$ cat src/rtl/prng_pkg.sv
// Shared types and constants for the PRNG sequencing logic.
package prng_pkg;

    localparam int                    PRNG_WIDTH    = 8;
    localparam int                    IDX_W         = 3;
    localparam logic [PRNG_WIDTH-1:0] PRNG_DEF_SEED = 8'hA5;

    typedef enum logic [2:0] {
        IDLE   = 3'd0,
        RESEED = 3'd1,
        WARM   = 3'd2,
        STEP   = 3'd3,
        SERVE  = 3'd4,
        CHECK  = 3'd5
    } state_e;

    // Advance a round-robin index by one, wrapping from n-1 back to 0.
    function automatic logic [IDX_W-1:0] rr_next(input logic [IDX_W-1:0] idx, input int n);
        if (int'(idx) >= n - 1) begin
            return {IDX_W{1'b0}};
        end else begin
            return idx + IDX_W'(1);
        end
    endfunction

endpackage

$ cat src/rtl/rr_pick.sv
// Combinational round-robin selector: first set request at or after ptr_i.
module rr_pick
    import prng_pkg::*;
#(
    parameter int N = 4
) (
    input  logic [N-1:0]     req_i,
    input  logic [IDX_W-1:0] ptr_i,
    output logic [N-1:0]     oh_o,
    output logic [IDX_W-1:0] idx_o
);

    logic found_s;
    int   j_s;

    // Scan N positions starting at the pointer and latch the first hit.
    always_comb begin
        oh_o    = {N{1'b0}};
        idx_o   = {IDX_W{1'b0}};
        found_s = 1'b0;
        j_s     = 0;
        for (int i = 0; i < N; i++) begin
            j_s = int'(ptr_i) + i;
            if (j_s >= N) begin
                j_s = j_s - N;
            end else begin
                j_s = j_s;
            end
            if (!found_s && req_i[j_s]) begin
                found_s   = 1'b1;
                oh_o[j_s] = 1'b1;
                idx_o     = IDX_W'(j_s);
            end else begin
                found_s = found_s;
            end
        end
    end

endmodule

$ cat src/rtl/prng8_arbiter.sv
// Round-robin scheduler sharing one 8-bit LFSR between requesters; owns
// reseed, warm-up, per-request stepping and stuck-at-zero recovery.
module prng8_arbiter
    import prng_pkg::*;
#(
    parameter int                NREQ     = 4,
    parameter int                WIDTH    = PRNG_WIDTH,
    parameter int                WARMUP   = 4,
    parameter logic [WIDTH-1:0]  DEF_SEED = PRNG_DEF_SEED
) (
    input  logic             clk,
    input  logic             rst,
    input  logic [NREQ-1:0]  req,
    output logic [NREQ-1:0]  gnt,
    output logic             rsp_valid,
    output logic [WIDTH-1:0] rsp_data,
    output logic [2:0]       rsp_id,
    input  logic             seed_req,
    input  logic [WIDTH-1:0] seed_val,
    output logic             seed_ack,
    output logic             busy,
    output logic             prng_update,
    output logic             prng_reseed,
    output logic [WIDTH-1:0] prng_seed,
    input  logic [WIDTH-1:0] prng_rand
);

    state_e             state_q, state_d;
    // live_q holds every output at zero for the first cycle after reset so
    // the RESEED reset state never drives the PRNG while rst is high.
    logic               live_q;
    logic [WIDTH-1:0]   pend_q, pend_d;
    logic [3:0]         cnt_q, cnt_d;
    logic [IDX_W-1:0]   ptr_q, ptr_d;
    logic [IDX_W-1:0]   sel_q, sel_d;

    logic [NREQ-1:0]    pick_oh_s;
    logic [IDX_W-1:0]   pick_idx_s;
    logic [NREQ-1:0]    sel_oh_s;
    logic               sel_live_s;

    rr_pick #(.N(NREQ)) u_pick (
        .req_i (req),
        .ptr_i (ptr_q),
        .oh_o  (pick_oh_s),
        .idx_o (pick_idx_s)
    );

    assign sel_oh_s   = {{(NREQ-1){1'b0}}, 1'b1} << sel_q;
    // A requester that dropped its request before the grant is skipped.
    assign sel_live_s = |(req & sel_oh_s);

    // Next-state and output decode; every output defaults to zero.
    always_comb begin
        state_d     = state_q;
        pend_d      = pend_q;
        cnt_d       = cnt_q;
        ptr_d       = ptr_q;
        sel_d       = sel_q;
        gnt         = {NREQ{1'b0}};
        rsp_valid   = 1'b0;
        rsp_data    = {WIDTH{1'b0}};
        rsp_id      = 3'd0;
        seed_ack    = 1'b0;
        busy        = 1'b0;
        prng_update = 1'b0;
        prng_reseed = 1'b0;
        prng_seed   = {WIDTH{1'b0}};
        if (!live_q) begin
            state_d = RESEED;
            pend_d  = DEF_SEED;
        end else begin
            busy = (state_q != IDLE);
            case (state_q)
                IDLE: begin
                    if (seed_req) begin
                        seed_ack = 1'b1;
                        pend_d   = (seed_val == {WIDTH{1'b0}}) ? DEF_SEED : seed_val;
                        state_d  = RESEED;
                    end else if (|pick_oh_s) begin
                        sel_d   = pick_idx_s;
                        state_d = STEP;
                    end else begin
                        state_d = IDLE;
                    end
                end
                RESEED: begin
                    prng_reseed = 1'b1;
                    prng_seed   = pend_q;
                    cnt_d       = 4'd0;
                    state_d     = WARM;
                end
                WARM: begin
                    prng_update = 1'b1;
                    cnt_d       = (cnt_q == 4'hF) ? cnt_q : cnt_q + 4'd1;
                    if (cnt_q >= 4'(WARMUP - 1)) begin
                        state_d = CHECK;
                    end else begin
                        state_d = WARM;
                    end
                end
                STEP: begin
                    if (sel_live_s) begin
                        prng_update = 1'b1;
                        gnt         = sel_oh_s;
                        ptr_d       = rr_next(sel_q, NREQ);
                        state_d     = SERVE;
                    end else begin
                        state_d = IDLE;
                    end
                end
                SERVE: begin
                    rsp_valid = 1'b1;
                    rsp_data  = prng_rand;
                    rsp_id    = sel_q;
                    if (prng_rand == {WIDTH{1'b0}}) begin
                        pend_d  = DEF_SEED;
                        state_d = RESEED;
                    end else begin
                        state_d = IDLE;
                    end
                end
                CHECK: begin
                    if (prng_rand == {WIDTH{1'b0}}) begin
                        pend_d  = DEF_SEED;
                        state_d = RESEED;
                    end else begin
                        state_d = IDLE;
                    end
                end
                default: begin
                    pend_d  = DEF_SEED;
                    state_d = RESEED;
                end
            endcase
        end
    end

    // State, pointer, pending seed and warm-up counter registers.
    always_ff @(posedge clk or posedge rst) begin
        if (rst) begin
            state_q <= RESEED;
            live_q  <= 1'b0;
            pend_q  <= DEF_SEED;
            cnt_q   <= 4'd0;
            ptr_q   <= {IDX_W{1'b0}};
            sel_q   <= {IDX_W{1'b0}};
        end else begin
            state_q <= state_d;
            live_q  <= 1'b1;
            pend_q  <= pend_d;
            cnt_q   <= cnt_d;
            ptr_q   <= ptr_d;
            sel_q   <= sel_d;
        end
    end

endmodule
$ cat config.mk
export PLATFORM = sky130hd
export DESIGN_NAME = prng8_arbiter
export DESIGN_NICKNAME = d
export VERILOG_FILES = /design/src/rtl/prng_pkg.sv /design/src/rtl/rr_pick.sv /design/src/rtl/prng8_arbiter.sv
export SDC_FILE = /design/constraint.sdc
export NUM_CORES = 1
export LEC_CHECK = 0
export CAP_MARGIN = 10
export CORE_ASPECT_RATIO = 0.8
export CORE_UTILIZATION = 49
export DETAILED_ROUTE_END_ITERATION = 10
export PLACE_DENSITY_LB_ADDON = 0.15
export SLEW_MARGIN = 15
export SYNTH_ARGS = -nofsm -noshare
export SYNTH_HDL_FRONTEND = slang
export SYNTH_HIERARCHICAL = 1
export SYNTH_SLANG_ARGS = --single-unit
$ cat constraint.sdc
create_clock -name clk -period 3.6 [get_ports clk]
set_input_delay 1.08 -clock clk [delete_from_list [all_inputs] [get_ports clk]]
set_output_delay 1.08 -clock clk [all_outputs]
set_load 0.05 [all_outputs]
==> impl_summary.txt <==
----------------------------------------------------
[Outcome]
  Run status ... completed

[Place]
  IO Port Bufs ... 50
  HPWL reported at the end of detailed placement ... around 3.8 mm
  Final weighted congestion of routability-driven global placement ... 0.8337
  Placed Instance Area ... 0.002806 mm2
  Worst Setup Slack post-DPL ... -0.1357 ns

[Worst setup path]
  Startpoint Class ... flip-flop
  Critical Path Fanout Max ... 11
  Required time of the critical path ... about 2.5 ns
  Arrival time of data at the critical path endpoint ... 2.29 ns
  Type of the worst setup path ... reg -> out
  R2r setup slk ... 0.66 ns
  Depth of the most critical reg-to-reg path ... 12
  Worst setup startpoint ... state_q[0]
  Crit Reg-Reg Endpoint ... sel_q[0]
  Endpoint kind of the worst setup timing path ... output port
  Origin of the critical flop-to-flop path ... ptr_q[0]

[Min path]
  Worst hold stages ... 1
  Start point of the worst min-delay path ... pend_q[0]
  Min-Delay Endpoint ... pend_q[0]
  Worst hold path class ... reg -> reg

[Yosys]
  Sequential cell area fraction in the yosys report ... 0.2853
  Cell area after synthesis ... 0.001952 mm2
  Async set-reset flop share out of synthesis ... 1.000
  Syn_area_per_cell ... approximately 9.3 um2
  Largest cells by area after synthesis ... sky130_fd_sc_hd__dfrtp_1 (22%), sky130_fd_sc_hd__ha_1 (9.0%), sky130_fd_sc_hd__dfstp_2 (6.7%)
  Number of flops mapped to enable cells by yosys ... 0
  #FFs+latches synth ... 22
  Post-Syn Nets ... 248
  Number of warnings reported in the yosys synthesis log ... 6
  Cell count after synthesis ... 211
  Netlist cell types ... 61
  Most used flip-flop cell after synthesis ... sky130_fd_sc_hd__dfrtp_1
  Portion of synthesized cell area occupied by the leading cell type ... 0.2179
  Cell accounting for the most synthesized area ... sky130_fd_sc_hd__dfrtp_1

[Drt]
  Ratio of routed vias to standard cells ... 5.737
  Routed length per placed instance ... 15.24 um
  Antenna Violating Nets Remaining ... 0
  Total number of vias ... 1899
  Drt initial violations ... 125
  Pre-antenna DRT Iters ... 4
  Wire length after detailed routing ... between 5 and 6 mm
  Final routed DRC violation total ... 0

[Final layout]
  Antenna diode instance count ... 0
  Nets@finish ... 314
  Post-layout instance area ... 0.002915 mm2
  Share of post-route cells with drive strength above 1 ... 0.2609
  Area added between synthesis and finish ... 49.36%

[Floorplan]
  Cell Rows ... 20
  I/O pin count ... just over 50
  Height of the chip ... 58.45 um
  Starting Density ... 0.5132
  Core region area ... 0.003804 mm2
  Die ar. ... 0.004241 mm2
  Chip Width ... 72.57 um

[Power]
  Leak ... 1.248 nW
  Power per cell area ... between 500 and 600 mW/mm2
  Worst-case vdd ir drop ... 364.7 uV
  Power after layout ... ~1.5 mW

[Clock tree]
  CTS tree ... built
  Clock latency on the worst-skew pair ... 0.26 ns
  Clock-pin slew of the registers on the worst-case setup and hold paths ... 0.08 ns
  Sink Count ... 22
  Buffer cell driving the clock tree root ... sky130_fd_sc_hd__clkbuf_8
  Number of H-tree branching levels ... 1
  Maximum clock insertion buffer count ... 2
  Cts bufs inserted ... 3

[STA]
  F_max ... between 200 and 300 MHz
  Share of the clock period used by the worst path ... 0.9354
  Max-Slew Margin vs Limit ... 0.4580
  Final setup violating endpoints ... 0
  RSZ-0062 raised after global routing ... false
  Time the worst path needs with I/O delays and setup ... 3.367 ns
  Count of final hold-check violations ... 0
  Slew @ Worst Pin ... 0.8121 ns
  Final max-slew violation count ... 0
  Final-layout setup total negative slack ... 0 ns
  Final setup margin ... 0.2326 ns
  Largest clock skew in the final design ... 0.004337 ns

[Global routing]
  Global-route wire length before repair ... 8.148 mm
  Largest net degree at the start of global routing ... 23
  Routing usage on met1 ... 0.3565
  Met2 usage ... 0.3952
  Highest-utilization routing layer at the global route stage ... met2
  M3 GR Usage ... 0.04281
  Number of global-route vias before repair ... between 1500 and 2000
  Number of antenna violations at the first check in global routing ... 0
  Aggregate global routing overflow ... 0
  Combined global-route utilization of all metal layers ... 0.2460

[Job]
  Number of max-cap violations ... 0

----------------------------------------------------
## flip-flops by register name (all words and copies together), names as in the netlist
name,count
pend_q,8
cnt_q,4
ptr_q,3
sel_q,3
state_q,3
live_q,1
## cell type report
type,instances,area [um2]
timing repair buffer,74,874.6
clock inverter,1,30.03
multi-input combinational,165,1303
inverter,11,41.29
fill,264,888.4
tap,55,68.82
clock buffer,3,41.29
sequential,22,556.8
## routing by layer
metal | vias up | routed length, um
met1 | 904 | 2427
met4 | 0 | 22
met2 | 76 | 2276
li1 | 915 | -
met5 | - | 0
met3 | 4 | 317
## cells in the mapped netlist (2+ instances only)
| library cell | instances |
|---|---|
| sky130_fd_sc_hd__a21o_1 | 2 |
| sky130_fd_sc_hd__a21oi_1 | 5 |
| sky130_fd_sc_hd__a221o_1 | 2 |
| sky130_fd_sc_hd__a221oi_1 | 2 |
| sky130_fd_sc_hd__a22oi_1 | 2 |
| sky130_fd_sc_hd__a311o_1 | 2 |
| sky130_fd_sc_hd__a32o_1 | 6 |
| sky130_fd_sc_hd__and2_1 | 18 |
| sky130_fd_sc_hd__and4bb_2 | 2 |
| sky130_fd_sc_hd__buf_2 | 6 |
| sky130_fd_sc_hd__clkbuf_1 | 5 |
| sky130_fd_sc_hd__dfrtp_1 | 17 |
| sky130_fd_sc_hd__dfstp_2 | 5 |
| sky130_fd_sc_hd__ha_1 | 14 |
| sky130_fd_sc_hd__inv_1 | 10 |
| sky130_fd_sc_hd__mux2_2 | 2 |
| sky130_fd_sc_hd__mux2_4 | 3 |
| sky130_fd_sc_hd__mux2i_1 | 3 |
| sky130_fd_sc_hd__mux4_2 | 3 |
| sky130_fd_sc_hd__nand2_1 | 14 |
| sky130_fd_sc_hd__nand3_1 | 3 |
| sky130_fd_sc_hd__nand3b_1 | 2 |
| sky130_fd_sc_hd__nor2_1 | 13 |
| sky130_fd_sc_hd__nor2b_1 | 4 |
| sky130_fd_sc_hd__nor3_1 | 4 |
| sky130_fd_sc_hd__nor3b_1 | 7 |
| sky130_fd_sc_hd__nor4_1 | 3 |
| sky130_fd_sc_hd__o21a_1 | 2 |
| sky130_fd_sc_hd__o21ai_0 | 12 |
| sky130_fd_sc_hd__o21ai_1 | 2 |
| sky130_fd_sc_hd__o22ai_1 | 2 |
| sky130_fd_sc_hd__o2bb2ai_1 | 2 |
| sky130_fd_sc_hd__o32a_1 | 2 |
| sky130_fd_sc_hd__or3b_1 | 2 |
| sky130_fd_sc_hd__or4_1 | 2 |
## cell families after synthesis
kind of cell / count (synthesis) / share of synthesized area
and+or+nand+nor: 83 / 0.2538
AOI/OAI and AO/OA: 56 / 0.2289
buffers and inverters: 24 / 0.05577
DFF: 22 / 0.2853
adders and majority gates: 14 / 0.08974
muxes: 11 / 0.08461
other: 1 / 0.001921
## worst max path at each step
stage                         to  slack [ns]  cells past startpoint
floorplan                 gnt[0]       -0.23                      4
global placement        sel_q[0]       -0.14                     12
detailed placement      sel_q[0]       -0.14                     12
CTS                       gnt[1]       -0.05                      7
global route        prng_seed[4]        0.13                      3
finish              prng_seed[2]        0.23                      3
## stage by stage
stage,hold slack [ns],instances,utilization
detailed placement,0.5076,326,0.7378
finish,0.5189,331,0.7664
CTS,0.5212,330,0.7579
floorplan,0.4846,211,-
global placement,0.5032,326,0.7378
global route,0.5285,331,0.7664
## where the power goes
| group | internal [mW] | leakage, nW | switching (mW) |
|---|---|---|---|
| registers | 0.307 | 0.279 | 0.0757 |
| clock network | 0.149 | 0.0357 | 0.0800 |
| logic | 0.428 | 0.933 | 0.506 |
| total | 0.884 | 1.25 | 0.662 |
## cells in the final DEF (no fill, tap or decap), drive strengths merged, types with 4 or more instances in the layout
cell type      count
buf               42
clkdlybuf4s50     28
and2              19
dfrtp             17
nand2             14
ha                14
o21ai             14
nor2              13
inv               11
nor3b              8
a21oi              7
a32o               6
dfstp              5
mux2               5
nor2b              4
nor3               4
dlymetal6s2s       4
## critical path, cell delays in order (launching register included)
cell	delay, ns
sky130_fd_sc_hd__dfstp_2	0.67
sky130_fd_sc_hd__and4bb_2	0.40
sky130_fd_sc_hd__and2_1	0.16
sky130_fd_sc_hd__clkdlybuf4s50_1	0.80
## timing repair
action                                  4_1_cts  5_1_grt
buffers inserted                              0        1
hold buffers                                  0        0
endpoints found under the setup margin        4        5
pin swaps                                     0        6
gates resized for setup                       1        8
No activity file was read; power rests on OpenSTA's default activity.
